--- src/rtl/mem_rr_arb.sv ---
// rtl/mem_rr_arb.sv - round-robin arbiter and sequencer for the shared memory bus
// Optional MEM_ARB_LOCK_EN adds a locks port that re-grants the same client for read-modify-write.
module mem_rr_arb #(
  parameter int M_WIDTH     = 8,
  parameter int CLIENT_CNT  = 3,
  parameter int WAIT_CYCLES = 2
) (
  input  logic                          clk,
  input  logic                          rst,
  input  logic [CLIENT_CNT-1:0]         requests,
  input  logic [CLIENT_CNT*M_WIDTH-1:0] addrs,
  input  logic [CLIENT_CNT-1:0]         wes,
  input  logic [CLIENT_CNT*M_WIDTH-1:0] data_outs,
  input  logic [M_WIDTH-1:0]            mem_data_in,
`ifdef MEM_ARB_LOCK_EN
  input  logic [CLIENT_CNT-1:0]         locks,
`endif
  output logic [CLIENT_CNT-1:0]         readies,
  output logic [M_WIDTH-1:0]            data_in,
  output logic [M_WIDTH-1:0]            addr,
  output logic [M_WIDTH-1:0]            data_out,
  output logic                          we,
  output logic [$clog2(CLIENT_CNT)-1:0] grant_id,
  output logic                          busy
);

  localparam int IDW = $clog2(CLIENT_CNT);
  localparam int CW  = $clog2(WAIT_CYCLES + 1);

  typedef enum logic [1:0] {
    ST_IDLE,
    ST_ACCESS,
    ST_DONE
  } state_t;

  state_t              state_q, state_d;
  logic [IDW-1:0]      last_grant_q, last_grant_d;
  logic [IDW-1:0]      grant_id_q, grant_id_d;
  logic [CW-1:0]       cnt_q, cnt_d;
  logic [M_WIDTH-1:0]  addr_q, addr_d;
  logic [M_WIDTH-1:0]  data_out_q, data_out_d;
  logic [M_WIDTH-1:0]  data_in_q, data_in_d;
  logic                we_q, we_d;
  logic                busy_q, busy_d;
  logic [CLIENT_CNT-1:0] readies_q, readies_d;

  logic                rr_found;
  logic [IDW-1:0]      rr_idx;
  logic [IDW-1:0]      rr_cand;
  logic                pick_valid;
  logic [IDW-1:0]      pick_idx;

`ifdef MEM_ARB_LOCK_EN
  logic                lock_q, lock_d;
  logic                relock;

  assign relock = lock_q && requests[grant_id_q] && locks[grant_id_q];
`endif

  // Scan starts one past the last grant so the most recent winner has lowest priority.
  always_comb begin
    rr_found = 1'b0;
    rr_idx   = '0;
    rr_cand  = '0;
    for (int k = 1; k <= CLIENT_CNT; k++) begin
      rr_cand = IDW'((int'(last_grant_q) + k) % CLIENT_CNT);
      if (!rr_found && requests[rr_cand]) begin
        rr_found = 1'b1;
        rr_idx   = rr_cand;
      end
    end
  end

  always_comb begin
    pick_valid = rr_found;
    pick_idx   = rr_idx;
`ifdef MEM_ARB_LOCK_EN
    if (relock) begin
      pick_valid = 1'b1;
      pick_idx   = grant_id_q;
    end
`endif
  end

  always_comb begin
    state_d      = state_q;
    last_grant_d = last_grant_q;
    grant_id_d   = grant_id_q;
    cnt_d        = cnt_q;
    addr_d       = addr_q;
    data_out_d   = data_out_q;
    data_in_d    = data_in_q;
    we_d         = we_q;
    busy_d       = busy_q;
    readies_d    = readies_q;
`ifdef MEM_ARB_LOCK_EN
    lock_d       = lock_q;
`endif
    case (state_q)
      ST_IDLE: begin
        we_d = 1'b0;
`ifdef MEM_ARB_LOCK_EN
        lock_d = relock;
`endif
        if (pick_valid) begin
          addr_d     = addrs[int'(pick_idx)*M_WIDTH +: M_WIDTH];
          data_out_d = data_outs[int'(pick_idx)*M_WIDTH +: M_WIDTH];
          we_d       = wes[pick_idx];
          grant_id_d = pick_idx;
          cnt_d      = CW'(WAIT_CYCLES);
          busy_d     = 1'b1;
          state_d    = ST_ACCESS;
        end
      end
      ST_ACCESS: begin
        we_d = 1'b0;
        if (cnt_q == CW'(1)) begin
          data_in_d             = mem_data_in;
          readies_d             = '0;
          readies_d[grant_id_q] = 1'b1;
          state_d               = ST_DONE;
        end else begin
          cnt_d = cnt_q - CW'(1);
        end
      end
      ST_DONE: begin
        if (!requests[grant_id_q]) begin
          readies_d    = '0;
          last_grant_d = grant_id_q;
          busy_d       = 1'b0;
          state_d      = ST_IDLE;
`ifdef MEM_ARB_LOCK_EN
          lock_d       = locks[grant_id_q];
`endif
        end
      end
      default: state_d = ST_IDLE;
    endcase
  end

  always_ff @(posedge clk) begin
    if (rst) begin
      state_q      <= ST_IDLE;
      last_grant_q <= IDW'(CLIENT_CNT - 1);
      grant_id_q   <= '0;
      cnt_q        <= '0;
      addr_q       <= '0;
      data_out_q   <= '0;
      data_in_q    <= '0;
      we_q         <= 1'b0;
      busy_q       <= 1'b0;
      readies_q    <= '0;
`ifdef MEM_ARB_LOCK_EN
      lock_q       <= 1'b0;
`endif
    end else begin
      state_q      <= state_d;
      last_grant_q <= last_grant_d;
      grant_id_q   <= grant_id_d;
      cnt_q        <= cnt_d;
      addr_q       <= addr_d;
      data_out_q   <= data_out_d;
      data_in_q    <= data_in_d;
      we_q         <= we_d;
      busy_q       <= busy_d;
      readies_q    <= readies_d;
`ifdef MEM_ARB_LOCK_EN
      lock_q       <= lock_d;
`endif
    end
  end

  assign readies  = readies_q;
  assign data_in  = data_in_q;
  assign addr     = addr_q;
  assign data_out = data_out_q;
  assign we       = we_q;
  assign grant_id = grant_id_q;
  assign busy     = busy_q;

endmodule

--- config.mk ---
export PLATFORM = sky130hd
export DESIGN_NAME = mem_rr_arb
export DESIGN_NICKNAME = d
export VERILOG_FILES = /design/src/rtl/mem_rr_arb.sv
export SDC_FILE = /design/constraint.sdc
export NUM_CORES = 1
export LEC_CHECK = 0
export CORE_MARGIN = 3
export CORE_UTILIZATION = 28
export CTS_CLUSTER_DIAMETER = 100
export CTS_CLUSTER_SIZE = 16
export DETAILED_ROUTE_END_ITERATION = 10
export PLACE_DENSITY = 0.72
export SLEW_MARGIN = 30
export SYNTH_ARGS = -nofsm -noshare
export SYNTH_HDL_FRONTEND = slang
export SYNTH_SLANG_ARGS = --single-unit
--- constraint.sdc ---
create_clock -name clk -period 2 [get_ports clk]
set_input_delay 0.6 -clock clk [delete_from_list [all_inputs] [get_ports clk]]
set_output_delay 0.6 -clock clk [all_outputs]
set_load 0.005 [all_outputs]
Word level (Yosys, flattened, before mapping) --
Cells that the tools add are included.
Storage, ports and cells: flip-flop bits (word level) 37, bits of input ports 64, output and inout bits 31
Operators by class: add/sub/neg operators 4, div/mod/pow operators 3, order comparisons 6, equality and inequality tests 7, shifts and indexed selects 2, multiplexer cells 33, bitwise gates (word level) 1, reduce and logical (&&, ||, !) cells 16
Operators by type and width (count):
- 32-bit by 3-bit remainder unit with 32-bit output (second input constant) | 3
- 24-bit by 6-bit indexed part select with 8-bit output | 2
- 2-bit two-way mux | 8
- 2-bit by 3-bit < comparator with 1-bit output (second input constant) | 5
- 1-bit two-way mux | 12
- 3-bit AND reduction | 4
- 1-bit binary-select mux with 2-bit select | 5
- 2-bit inequality test (second input constant) | 4
- 2-bit by 2-bit adder with 3-bit output (second input constant) | 2
- 3-bit two-way mux | 2
- 2-bit one-hot mux with 3 select lines | 1
- 3-bit one-hot mux with 2 select lines | 1
- 2-bit AND reduction | 3
- 2-bit nonzero test | 3
- 2-bit by 1-bit equality test with 1-bit output (second input constant) | 2
- 1-bit one-hot mux with 2 select lines | 2
- 2-bit one-hot mux with 2 select lines | 1
- 2-bit by 1-bit adder with 3-bit output (second input constant) | 1
- 1-bit logical AND | 3
- 1-bit demux with 2-bit select | 1
- 2-bit equality test (second input constant) | 1
- 2-bit by 1-bit greater-or-equal comparator with 1-bit output (second input constant) | 1
- 1-bit logical NOT | 2
- 2-bit logical NOT | 1
- other kinds (2) | 2

Logic depth before layout (Yosys ltp) --
depth in word-level cells 15, mapped depth 11

Worst setup path after synthesis --
OpenSTA, ideal clock, no wires.
path kind register to register, start point register last_grant_q[0], end point register addr_q[0], in the netlist addr[0], library setup time 0.069 ns, arrival 2.055 ns, data required time 1.931 ns, setup slack -0.123 ns, cell stages (with the launch flop) 12, path buffers 3, cell sequence dfxtp_1 inv_1 ha_1 buf_6 o21ai_0 a22o_1 a32o_1 a31oi_1 or4_1 buf_2 buf_6 o21ai_1
Between the ends: longest elaborated chain between the ends 12, elaborated cells between the ends (all ways) 24
Ends and longest elaborated chain:
- start: declaration | line 37 | logic [IDW-1:0] last_grant_q, last_grant_d;
- start signal: assignment | line 144 | last_grant_q <= IDW'(CLIENT_CNT - 1);
- start signal: assignment | line 158 | last_grant_q <= last_grant_d;
- 2-bit by 1-bit adder with 3-bit output | line 66 | rr_cand = IDW'((int'(last_grant_q) + k) % CLIENT_CNT);
- 32-bit by 3-bit remainder unit with 32-bit output | line 66
- 1-bit binary-select mux with 2-bit select | line 67 | if (!rr_found && requests[rr_cand]) begin
- 1-bit two-way mux (not written as such) | line 67
- 1-bit two-way mux | line 67
- 1-bit logical NOT | line 67
- 1-bit logical AND | line 67
- 1-bit two-way mux | line 67
- 1-bit logical NOT | line 67
- 1-bit logical AND | line 67
- 2-bit two-way mux or 1-bit two-way mux (tied branches) | line 67
- 24-bit by 6-bit indexed part select with 8-bit output or 2-bit AND reduction (tied branches)
- end signal: assignment | line 161 | addr_q <= addr_d;
- end: declaration | line 40 | logic [M_WIDTH-1:0] addr_q, addr_d;
Several ways; a longest one is shown, not always the timed one. The select of a mux whose other input is x is not followed. A chain may end at the register's enable or synchronous reset.

Worst setup path in the final report --
start point register last_grant_q[0], end point register addr_q[1], in the netlist addr[1]
The elaborated chain is that of the path after synthesis.

==> impl_results.md <==
- Final Max Tran Viols: 0
- Cell mode on critical path: o21ai_2
- Post-synth EDFFs: 0
- Setup crit end kind: flop
- Number of global-route vias before repair: approximately 2000
- Grt total ovfl: 0
- Fin crit share: 109%
- Root buffer selected by CTS: clkbuf_8
- Peak supply drop: 0.297 mV
- Post-detail-place hpwl: between 4 and 5 mm
- Buf+Inv Stages, Crit Path: 4
- CP Cell Sequence: inv_4 -> buf_4 -> ha_1 -> nand3b_1 -> o21ai_2 -> buf_6 -> nor2_4 -> a31oi_2 -> or4_4 -> buf_16 -> o21ai_2
- IO buf count: 94
- Worst skew pair latency: slightly below 0.3 ns
- Worst-Margin Slew: around 0.55 ns
- CTS buffer count: 5
- Final nets: roughly 410
- Critical path type: flop to flop
- Synthesized area: 1940 um2
- Routability cong.: between 0.7 and 0.8
- Syn nets: 283
- H-tree levels: 2
- Post-synth cell types: 45
- Gr usage total: around 15%
- Critical Path Slowest Stage Cell: or4_4
- CP startpoint kind: flop
- DR WL/cell: about 14 um
- DRC violations left: 0
- Sequential area share after synthesis: a little under two fifths
- Vias per cell: 4.90
- Static leakage: around 0.0014 uW
- Avg Cell Area, Syn: 9.05 um2
- RSZ-0062 raised after global routing: yes
- Worst path arrival time: ~2.4 ns
- Deepest clock path buffer count: 2
- Failing checks: setup timing
- Initial core utilization: slightly below 30%
- Die W: approximately 90 um
- Setup violators final: 22
- Die ar.: between 7000 and 8000 um2
- Ys flop type: dfxtp_1
- Most frequent cells in the layout: 91 x clkdlybuf4s50_1, 35 x dfxtp_1, 30 x buf_4
- Outcome: finished with violations
- DR pass1 iterations: 4
- Min-Delay Path Class: flop to flop
- Worst endpoint required time: 2.23 ns
- CP max FO: 5
- MaxCap Viol Count: 0
- Core ar.: ~6500 um2
- Synth Instances: around 210
- CTS tree: done
- Ant diodes: 0
- Fmax: 459 MHz
- Final worst setup slack: -0.179 ns
- Fin crit period: around 2.2 ns
- Hold Buf Count CTS: 0
- Num ports: 95
- Cell Pwr Density: about 600 nW/um2
- Site Rows: 29
- R2r setup slk: -0.18 ns
- Worst Skew: about 0.0076 ns
- Sink Count: 37
- Final Hold Viols: 0
- # fillers: approximately 600
- Async SR Flop Fraction: 0%
- Initial antenna violation count: 0
- DRT iter0 DRCs: roughly 80
- Most common cell after layout, fill and taps aside: clkdlybuf4s50_1
- Setup TNS Final: -3.11 ns
- YS warnings: 0
- Clock-pin slew on the worst setup and hold paths: 0.09 ns
- Hold Slack: about 0.46 ns
- Flops & latches, synth: 37
- Final ANT Viol Nets: 0
- Via Count: between 2000 and 2500
- First-pass GRT wire length: 9.18 mm
- Ratio of cells with drive above 1 in the final layout: around 27%
- CP delay by family, top: simple AND/OR/NAND/NOR gates
- Slew headroom: about 63%
- Largest net degree at the start of global routing: 23
- Post-Route WL: between 5 and 6 mm
- Area grow syn2layout: 80.1%
- Die H: roughly 89 um
- Largest stage delay on the critical path: around 0.50 ns
==> kinds of logic (layout without fill, tap and decap cells) <==
logic type               count (synthesis)  after routing  synth area share (%)
adder cells (fa/ha/maj)                  5              5                  3.23
AND/OR/NAND/NOR                         55             55                  14.7
buffers and inverters                   23            147                  7.75
AO/OA/AOI/OAI                           70             70                  23.0
flip-flops                              37             37                  38.2
multiplexers                            24             24                  13.0
==> final cells by class <==
cell class / count / area [um2] / area share, %
inverter: 7 / 31.3 / 0.897
timing repair buffer: 132 / 1290 / 37.1
sequential: 37 / 748 / 21.4
clock inverter: 1 / 8.76 / 0.251
tap: 77 / 96.3 / 2.76
clock buffer: 7 / 96.3 / 2.76
multi-input combinational: 154 / 1210 / 34.8
==> synthesized netlist by cell type, types with 2 or more instances <==
cell type | count | share of area [%]
nand3b_1 | 6 | 2.3
a22oi_1 | 15 | 5.8
ha_1 | 5 | 3.2
nand2b_1 | 2 | 0.65
clkbuf_1 | 4 | 0.77
buf_6 | 5 | 2.9
dfxtp_1 | 37 | 38
buf_2 | 2 | 0.52
o21ai_1 | 11 | 2.8
nand3_1 | 4 | 1.0
a31oi_1 | 3 | 0.97
o21ai_2 | 2 | 0.90
nand2_1 | 18 | 3.5
a21oi_1 | 15 | 3.9
buf_4 | 2 | 0.77
nor2_1 | 14 | 2.7
inv_1 | 7 | 1.4
mux2i_1 | 23 | 12
or3b_2 | 2 | 0.90
o21ai_0 | 12 | 3.1
==> routing by layer <==
metal | up-vias | track usage (%) | routed length [um]
met5 | - | 0 | 0
met1 | 926 | 18.7 | 2560
li1 | 1022 | - | -
met2 | 83 | 22.8 | 2700
met4 | 0 | 2.98 | 8
met3 | 2 | 7.10 | 607
==> path summary, 6_finish.rpt <==
path | startpoint | cells after the start | to
max | last_grant_q[0] | 11 | addr[1]
min | data_in[0] | 2 | data_in[0]
max reg2reg | last_grant_q[0] | 11 | addr[1]
min reg2reg | data_in[0] | 2 | data_in[0]
==> power by group <==
part | leakage, uW | switching, uW | internal [uW]
Combinational | 0.00102 | 234 | 377
Sequential | 0.000304 | 42.5 | 797
Clock | 0.0000549 | 298 | 319
Total | 0.00138 | 574 | 1490
==> timing repair <==
| action | 4_1_cts | 5_1_grt |
|---|---|---|
| pin swaps | 22 | 5 |
| hold endpoints to repair | 0 | 0 |
| resized for setup | 27 | 24 |
| buffers inserted | 5 | 3 |
| cloned | 1 | 0 |
| setup endpoints to repair | 27 | 22 |
==> state kept, by name, summed over array words and instances (netlist names) <==
register      cells
data_out          8
state_q           2
readies           3
last_grant_q      2
busy              1
addr              8
we                1
grant_id          2
data_in           8
cnt_q             2
==> through the flow <==
| stage | instances | util, % | worst slack, ns | instance area, um2 | power [uW] |
|---|---|---|---|---|---|
| after floorplan | 214 | - | 0.000696 | 1980 | 1060 |
| after global placement | 398 | 48.0 | -1.02 | 3130 | 1370 |
| after detailed placement | 398 | 48.1 | -0.773 | 3140 | 1390 |
| after CTS | 412 | 51.7 | -0.202 | 3380 | 2040 |
| after global routing | 415 | 53.4 | -0.281 | 3490 | 2180 |
| final | 415 | 53.4 | -0.179 | 3490 | 2070 |
==> worst reg2reg max path: stages (launching register included) <==
cell and delay [ns]:
dfxtp_4 0.38, inv_4 0.06, buf_4 0.09, ha_1 0.22, nand3b_1 0.19, o21ai_2 0.09
buf_6 0.13, nor2_4 0.08, a31oi_2 0.09, or4_4 0.50, buf_16 0.17, o21ai_2 0.11
(Power assumes the default switching activity.)
